--- src/rtl/axi_lite_pkg.sv ---
// Shared AXI-Lite response codes and bridge FSM encoding.
// Imported by the command-to-AXI-Lite master bridge.
package axi_lite_pkg;

  typedef logic [1:0] resp_t;

  localparam resp_t RESP_OKAY   = 2'b00;
  localparam resp_t RESP_EXOKAY = 2'b01;
  localparam resp_t RESP_SLVERR = 2'b10;
  localparam resp_t RESP_DECERR = 2'b11;

  typedef logic [2:0] state_t;

  localparam state_t IDLE    = 3'd0;
  localparam state_t WR_REQ  = 3'd1;
  localparam state_t WR_RESP = 3'd2;
  localparam state_t RD_REQ  = 3'd3;
  localparam state_t RD_RESP = 3'd4;
  localparam state_t RSP     = 3'd5;

  // States that wait on a bus handshake and so are timed
  function automatic logic is_busy(input state_t s);
    return (s == WR_REQ) || (s == WR_RESP) ||
           (s == RD_REQ) || (s == RD_RESP);
  endfunction

endpackage

--- src/rtl/axi_lite_master_bridge.sv ---
// Single-outstanding AXI-Lite master: one valid/ready command in,
// one AW/W/B or AR/R transaction out, one response back.
module axi_lite_master_bridge #(
  parameter int ADDR_W  = 32,
  parameter int DATA_W  = 32,
  parameter int TIMEOUT = 256,
  localparam int STRB_W = DATA_W / 8
) (
  input  logic              clk,
  input  logic              rst,

  input  logic              cmd_valid,
  output logic              cmd_ready,
  input  logic              cmd_write,
  input  logic [ADDR_W-1:0] cmd_addr,
  input  logic [DATA_W-1:0] cmd_wdata,
  input  logic [STRB_W-1:0] cmd_wstrb,

  output logic              rsp_valid,
  input  logic              rsp_ready,
  output logic              rsp_write,
  output logic [DATA_W-1:0] rsp_rdata,
  output logic [1:0]        rsp_resp,
  output logic              rsp_timeout,

  output logic              awvalid,
  input  logic              awready,
  output logic [ADDR_W-1:0] awaddr,
  output logic [2:0]        awprot,

  output logic              wvalid,
  input  logic              wready,
  output logic [DATA_W-1:0] wdata,
  output logic [STRB_W-1:0] wstrb,

  input  logic              bvalid,
  output logic              bready,
  input  logic [1:0]        bresp,

  output logic              arvalid,
  input  logic              arready,
  output logic [ADDR_W-1:0] araddr,
  output logic [2:0]        arprot,

  input  logic              rvalid,
  output logic              rready,
  input  logic [DATA_W-1:0] rdata,
  input  logic [1:0]        rresp
);

  import axi_lite_pkg::*;

  localparam int CNT_W = (TIMEOUT > 0) ? $clog2(TIMEOUT + 1) : 1;
  localparam logic [CNT_W-1:0] CNT_MAX =
    CNT_W'((TIMEOUT > 0) ? TIMEOUT - 1 : 0);

  state_t            state;
  logic [CNT_W-1:0]  cnt;
  logic [ADDR_W-1:0] addr_q;
  logic [DATA_W-1:0] wdata_q;
  logic [STRB_W-1:0] wstrb_q;
  logic              write_q;

  logic aw_left;
  logic w_left;
  logic done;
  logic expire;

  assign awaddr = addr_q;
  assign araddr = addr_q;
  assign wdata  = wdata_q;
  assign wstrb  = wstrb_q;
  assign awprot = 3'b000;
  assign arprot = 3'b000;

  assign aw_left = awvalid && !awready;
  assign w_left  = wvalid && !wready;

  // A state is "done" when its completing handshake fires this cycle
  always_comb begin
    done = 1'b0;
    case (state)
      WR_REQ:  done = !aw_left && !w_left;
      WR_RESP: done = bvalid;
      RD_REQ:  done = arready;
      RD_RESP: done = rvalid;
      default: done = 1'b0;
    endcase
  end

  assign expire = (TIMEOUT != 0) && is_busy(state) &&
                  (cnt == CNT_MAX) && !done;

  always_ff @(posedge clk) begin
    if (rst) begin
      state       <= IDLE;
      cnt         <= '0;
      addr_q      <= '0;
      wdata_q     <= '0;
      wstrb_q     <= '0;
      write_q     <= 1'b0;
      cmd_ready   <= 1'b0;
      awvalid     <= 1'b0;
      wvalid      <= 1'b0;
      bready      <= 1'b0;
      arvalid     <= 1'b0;
      rready      <= 1'b0;
      rsp_valid   <= 1'b0;
      rsp_write   <= 1'b0;
      rsp_rdata   <= '0;
      rsp_resp    <= RESP_OKAY;
      rsp_timeout <= 1'b0;
    end else begin
      if (is_busy(state)) cnt <= cnt + 1'b1;

      case (state)
        IDLE: begin
          cmd_ready <= 1'b1;
          if (cmd_valid && cmd_ready) begin
            cmd_ready <= 1'b0;
            addr_q    <= cmd_addr;
            wdata_q   <= cmd_wdata;
            wstrb_q   <= cmd_wstrb;
            write_q   <= cmd_write;
            cnt       <= '0;
            if (cmd_write) begin
              awvalid <= 1'b1;
              wvalid  <= 1'b1;
              state   <= WR_REQ;
            end else begin
              arvalid <= 1'b1;
              state   <= RD_REQ;
            end
          end
        end

        WR_REQ: begin
          if (awready) awvalid <= 1'b0;
          if (wready) wvalid <= 1'b0;
          if (done) begin
            bready <= 1'b1;
            cnt    <= '0;
            state  <= WR_RESP;
          end
        end

        WR_RESP: begin
          if (bvalid) begin
            bready      <= 1'b0;
            rsp_valid   <= 1'b1;
            rsp_write   <= 1'b1;
            rsp_rdata   <= '0;
            rsp_resp    <= bresp;
            rsp_timeout <= 1'b0;
            cnt         <= '0;
            state       <= RSP;
          end
        end

        RD_REQ: begin
          if (arready) begin
            arvalid <= 1'b0;
            rready  <= 1'b1;
            cnt     <= '0;
            state   <= RD_RESP;
          end
        end

        RD_RESP: begin
          if (rvalid) begin
            rready      <= 1'b0;
            rsp_valid   <= 1'b1;
            rsp_write   <= 1'b0;
            rsp_rdata   <= rdata;
            rsp_resp    <= rresp;
            rsp_timeout <= 1'b0;
            cnt         <= '0;
            state       <= RSP;
          end
        end

        RSP: begin
          if (rsp_ready) begin
            rsp_valid <= 1'b0;
            cmd_ready <= 1'b1;
            state     <= IDLE;
          end
        end

        default: begin
          state <= IDLE;
        end
      endcase

      // Abort: late B/R are never accepted since readies drop here
      if (expire) begin
        awvalid     <= 1'b0;
        wvalid      <= 1'b0;
        arvalid     <= 1'b0;
        bready      <= 1'b0;
        rready      <= 1'b0;
        rsp_valid   <= 1'b1;
        rsp_write   <= write_q;
        rsp_rdata   <= '0;
        rsp_resp    <= RESP_SLVERR;
        rsp_timeout <= 1'b1;
        cnt         <= '0;
        state       <= RSP;
      end
    end
  end

endmodule

--- config.mk ---
export PLATFORM = sky130hd
export DESIGN_NAME = axi_lite_master_bridge
export DESIGN_NICKNAME = d
export VERILOG_FILES = /design/src/rtl/axi_lite_pkg.sv /design/src/rtl/axi_lite_master_bridge.sv
export SDC_FILE = /design/constraint.sdc
export NUM_CORES = 1
export LEC_CHECK = 0
export ABC_AREA = 1
export CAP_MARGIN = 20
export CORE_UTILIZATION = 43
export DETAILED_ROUTE_END_ITERATION = 10
export GPL_TIMING_DRIVEN = 0
export PLACE_DENSITY = 0.86
export SKIP_LAST_GASP = 1
export SYNTH_ARGS = -nofsm -noshare
export SYNTH_HDL_FRONTEND = slang
export SYNTH_SLANG_ARGS = --single-unit
--- constraint.sdc ---
create_clock -name clk -period 3 [get_ports clk]
set_clock_uncertainty 0.15 [all_clocks]
set_input_delay 0.6 -clock clk [delete_from_list [all_inputs] [get_ports clk]]
set_output_delay 0.6 -clock clk [all_outputs]
set_load 0.01 [all_outputs]
; Yosys cells after proc, flatten, opt, wreduce, memory -nomap -nowiden
; Cells that the tools add are included.
[classes]
eq_ne = 22
addsub = 1
n_mux = 52
reduce_logical = 36
[op_table]
columns = operator, count
row1 = two-way mux 32 bit, 2
row2 = case mux 32 bit (2 select lines), 1
row3 = two-way mux 9 bit, 6
row4 = case mux 9 bit (5 select lines), 1
row5 = two-way mux 3 bit, 7
row6 = != test 2 bit (second input constant), 10
row7 = two-way mux 1 bit, 19
row8 = != test 3 bit (second input constant), 6
row9 = case mux 3 bit (6 select lines), 1
row10 = case mux 1 bit (2 select lines), 8
row11 = AND reduction 4 bit, 4
row12 = AND reduction 3 bit, 4
row13 = AND reduction 6 bit, 2
row14 = nonzero test 2 bit, 6
row15 = adder 9 x 1 -> 9 bit (second input constant), 1
row16 = equality test 9 x 8 -> 1 bit (second input constant), 1
row17 = two-way mux 2 bit, 4
row18 = equality test 3 x 2 -> 1 bit (second input constant), 2
row19 = equality test 3 bit (second input constant), 2
row20 = logical AND 1 bit, 6
row21 = logical NOT 1 bit, 5
row22 = case mux 1 bit (4 select lines), 1
row23 = case mux 2 bit (2 select lines), 1
row24 = AND reduction 2 bit, 2
row25 = 7 further kinds, 9
[totals]
ff_bits = 124
elab_cells = 130
inputBits = 114

; Depth between registers and ports, before layout
[logic_depth]
ltp_word = 9
depth_mapped = 14
depth_no_buf = 13

; Worst setup path after synthesis
; Ideal clock, no wire load.
[synth_timing]
path_kind = reg-to-reg
startpoint = register cnt[0]
endpoint = register state[2]
setup_time_ns = 0.113
path_stages_with_launch = 14
setup_slack_ns = 1.087
t_arrival_ns = 1.650
n_path_buf = 1
cell_sequence = dfxtp_1 ha_1 nand3_1 nor2_1 and3_1 ha_1 inv_1 a21oi_2 nand3_2 buf_6 nand2_1 nand2_2 nor2_1 nor2_1
[synth_via]
elab_chain_len = 5
word_cells_on_any_way = 11
[synth_rtl]
columns = element, line_no
row1 = start: declaration, axi_lite_master_bridge.sv:58  ; logic [CNT_W-1:0] cnt;
row2 = start signal: assignment, axi_lite_master_bridge.sv:114  ; if (is_busy(state)) cnt <= cnt + 1'b1;
row3 = equality test 9 x 8 -> 1 bit (*), axi_lite_master_bridge.sv:92  ; (cnt == CNT_MAX) && !done;
row4 = logical AND 1 bit (*), axi_lite_master_bridge.sv:91  ; assign expire = (TIMEOUT != 0) && is_busy(state) &&
row5 = logical AND 1 bit (*), axi_lite_master_bridge.sv:92
row6 = != test 3 bit (no source line), --
row7 = AND reduction 6 bit (no source line), --
row8 = end signal: assignment, axi_lite_master_bridge.sv:96  ; state <= IDLE;
row9 = end signal: assignment, axi_lite_master_bridge.sv:129  ; state <= WR_REQ;
row10 = end signal: assignment, axi_lite_master_bridge.sv:132  ; state <= RD_REQ;
row11 = end: declaration, axi_lite_master_bridge.sv:57  ; state_t state;
; Mark *: on every way between the ends. The rest lies on a longest branch, timed or not.
; A chain may end at the register's enable or synchronous reset.

; Final worst setup path
[layout_timing]
startpoint = register cnt[0]
endpoint = register rsp_rdata[22]
[layout_via]
elab_chain_len = 4
[layout_rtl]
columns = element, line_no
row1 = equality test 9 x 8 -> 1 bit, axi_lite_master_bridge.sv:92
row2 = logical AND 1 bit, axi_lite_master_bridge.sv:91
row3 = logical AND 1 bit, axi_lite_master_bridge.sv:92
row4 = OR reduction 2 bit (no source line), --
row5 = end signal: assignment, axi_lite_master_bridge.sv:174  ; rsp_rdata <= rdata;
row6 = end: declaration, axi_lite_master_bridge.sv:22  ; output logic [DATA_W-1:0] rsp_rdata,
; No other way between the ends.

==> results.cfg <==
[synthesis]
synthCells = 667
synth_top_cell_area_share_pct = 48.2
synth.cell_area_um2 = 5150
post-synth-top-area-cell = dfxtp_1
syn_avg_cell_area_um2 = 7.73
synth_area_leaders = dfxtp_1, nor2_1, nand3_1
synth_seq_cells = 124
async_flop_share_pct = 0
yosysWarnings = 0
synth_common_cells = nor2_1, dfxtp_1, nand3_1
yosysSeqAreaShare_pct = 48.2
ys.flop_type = dfxtp_1
synth_edf_count = 0
synth_cell_type_count = 33
yosysMostFrequentCell = nor2_1

[worst_setup_path]
r2r.worst_path.cells = 12
reg2reg_to = rsp_rdata[22]
r2r_start = cnt[0]
r2r_setup_slack_ns = 0.75
end_kind = register
cp_slowest_cell = dfxtp_1
arrival_ns = 2.40
worstPathRequired_ns = 3.16
critPathLaunchType = register
crit_type = register to register
critPathMaxFanout = 10
crit_chain = ha_1, nand3_1, nor2_1, and3_1, ha_1, inv_1, a21oi_2, nand3_2, nand2_2, buf_6, buf_6, a21oi_2
cp_slowest_stage_delay_ns = 0.37

[run_status]
violations = design-rule violations
status = complete, but fails checks

[global_route]
grt_max_degree = 17
track_usage_pct = 26.1
grt_use_met2_pct = 45.2
busiest_layer = met2
use_met1_pct = 30.0
gr-total-overflow = 0
grt_pass1_wl_um = 25600
antenna_found_initial = 0
grt_pass1_vias = 5317
gr-usage-met3_pct = 6.80

[final_layout]
fin_util_pct = 73.5
diodes = 0
drive_gt1_share_pct = 11.9
final_nets = 1063
fillers = 895
regArea_um2 = 2480
multi_input_area_um2 = 2110
syn_to_final_growth_pct = 64.8

[routing]
drt_wl_total_um = 16000
dr.pass1.iters = 7
vias_per_cell = 4.94
drc = 16
final_antenna_net_count = 0
avgRoutedWirePerCell_um = 14.5
drtIter0Drc = 280
num_vias = 5445

[sta]
relSlewSlack_pct = 58.4
period_share_pct = 74.9
fmax_mhz = 445
min_period_ns = 2.25
worst_pin_slew_ns = 0.625
slew_viol_final = 0
fin_setup_tns_ns = 0
finalHoldViolCount = 0
setup_ws_ns = 0.754
setup_viol = 0
rsz0062_at_grt = false

[worst_hold_path]
hp-start = rsp_valid
hold_path_class = register to register
hold_end = rsp_valid
holdPathStages = 2

[floorplan]
core_um2 = 11600
io_pins = 263
floorplan.initialDensity_pct = 44.6
die_w_um = 111
die_y_um = 111
die-area_um2 = 12400
rows = 39

[place]
globalplace.congestion = 0.855
portBuffers = 256
place_ws_ns = 0.380
dp_hpwl_um = 11500

[run]
max-cap-violations = 0

[clock_network]
clk_latency_ns = 0.41
clockBufferDepth = 2
clkTransAtPathRegs_ns = 0.06
cts_hold_buf = 0
cts_resized = 0
cts_sinks = 124
cts_buffers = 17
cts_tree = built
h-tree-depth = 4
root_buffer = clkbuf_16
post_cts_buffers = 0

[power_and_ir_drop]
internal_power_uw = 4460
pwr-share-seq_pct = 32.5
netSwitchingPower_uw = 2250
p_total_uw = 6710
ir_drop_v = 0.000436
p_leak_uw = 0.00343
swShare_pct = 33.5
clock_power_share_pct = 29.9
power_frac_comb_pct = 37.6
powerDensity_nw_per_um2 = 790
-- cell families (layout without fill, tap and decap cells) --
logic type,after synthesis,in the layout,synth area share (%)
xor+xnor,7,7,1.19
other cells,1,6,0.0727
flops,124,124,48.2
fa+ha+maj,2,2,0.485
buf+inv,105,393,11.3
simple gates,307,307,26.1
compound gates,121,121,12.7
-- metal layers --
metal	wire (um)	share of wire, %	up-vias
met1	6510	41	2479
met5	0	0	-
li1	-	-	2697
met2	7860	49	231
met4	490	3.1	0
met3	1140	7.1	38
-- registers in the layout (all words and copies together) (netlist names), 2 cells and up --
signal	count
araddr	32
cnt	9
rsp_rdata	32
rsp_resp	2
state	3
wdata	32
wstrb	4
-- worst max-delay path by stage --
stage	from	endpoint	slack (ns)	depth (start not counted)
after floorplan	cnt[0]	state[2]	1.09	13
after global placement	rst	wdata[5]	0.41	6
after detailed placement	rst	wdata[4]	0.38	6
after CTS	cnt[0]	rsp_rdata[22]	0.72	12
after global routing	cnt[0]	rsp_rdata[22]	0.55	12
final	cnt[0]	rsp_rdata[22]	0.75	12
-- final cells by class --
type / instances / area share [%]
repair buffers: 256 / 30.2
multi-input cells: 443 / 24.8
inverters: 26 / 1.18
clock buffers: 21 / 5.42
clock inverters: 11 / 1.40
flip-flops and latches: 124 / 29.2
plain buffers: 79 / 5.70
well taps: 143 / 2.11
-- power groups by stage --
stage,clock [uW],sequential [uW],combinational (uW)
5_1_grt,2100,2220,2750
6_report,2000,2180,2520
3_5_place_dp,0,2200,2510
2_1_floorplan,0,2300,1210
4_1_cts,2030,2180,2530
3_3_place_gp,0,2190,2480
-- metrics by stage --
step	area (um^2)	cells	hold slack, ns
floorplan	5170	672	0.288
global placement	7920	1071	0.289
detailed placement	7920	1071	0.296
CTS	8490	1103	0.306
global route	8490	1103	0.331
finish	8490	1103	0.304
-- critical path: cells and delay by family, from the launching register on --
family / cells / cell delay [ns]
compound gates: 2 / 0.17
buf+inv: 3 / 0.39
flops: 1 / 0.37
simple gates: 5 / 0.66
fa+ha+maj: 2 / 0.38
-- layout by cell type (no fill, tap or decap), types with 31 or more instances in the layout --
cell             count
clkdlybuf4s50_1    256
nor2_1             159
dfxtp_1            124
nand3_1             76
o21ai_0             70
nand2_1             47
buf_4               40
a21oi_1             36
clkbuf_1            31
No activity file was read; power rests on OpenSTA's default activity.
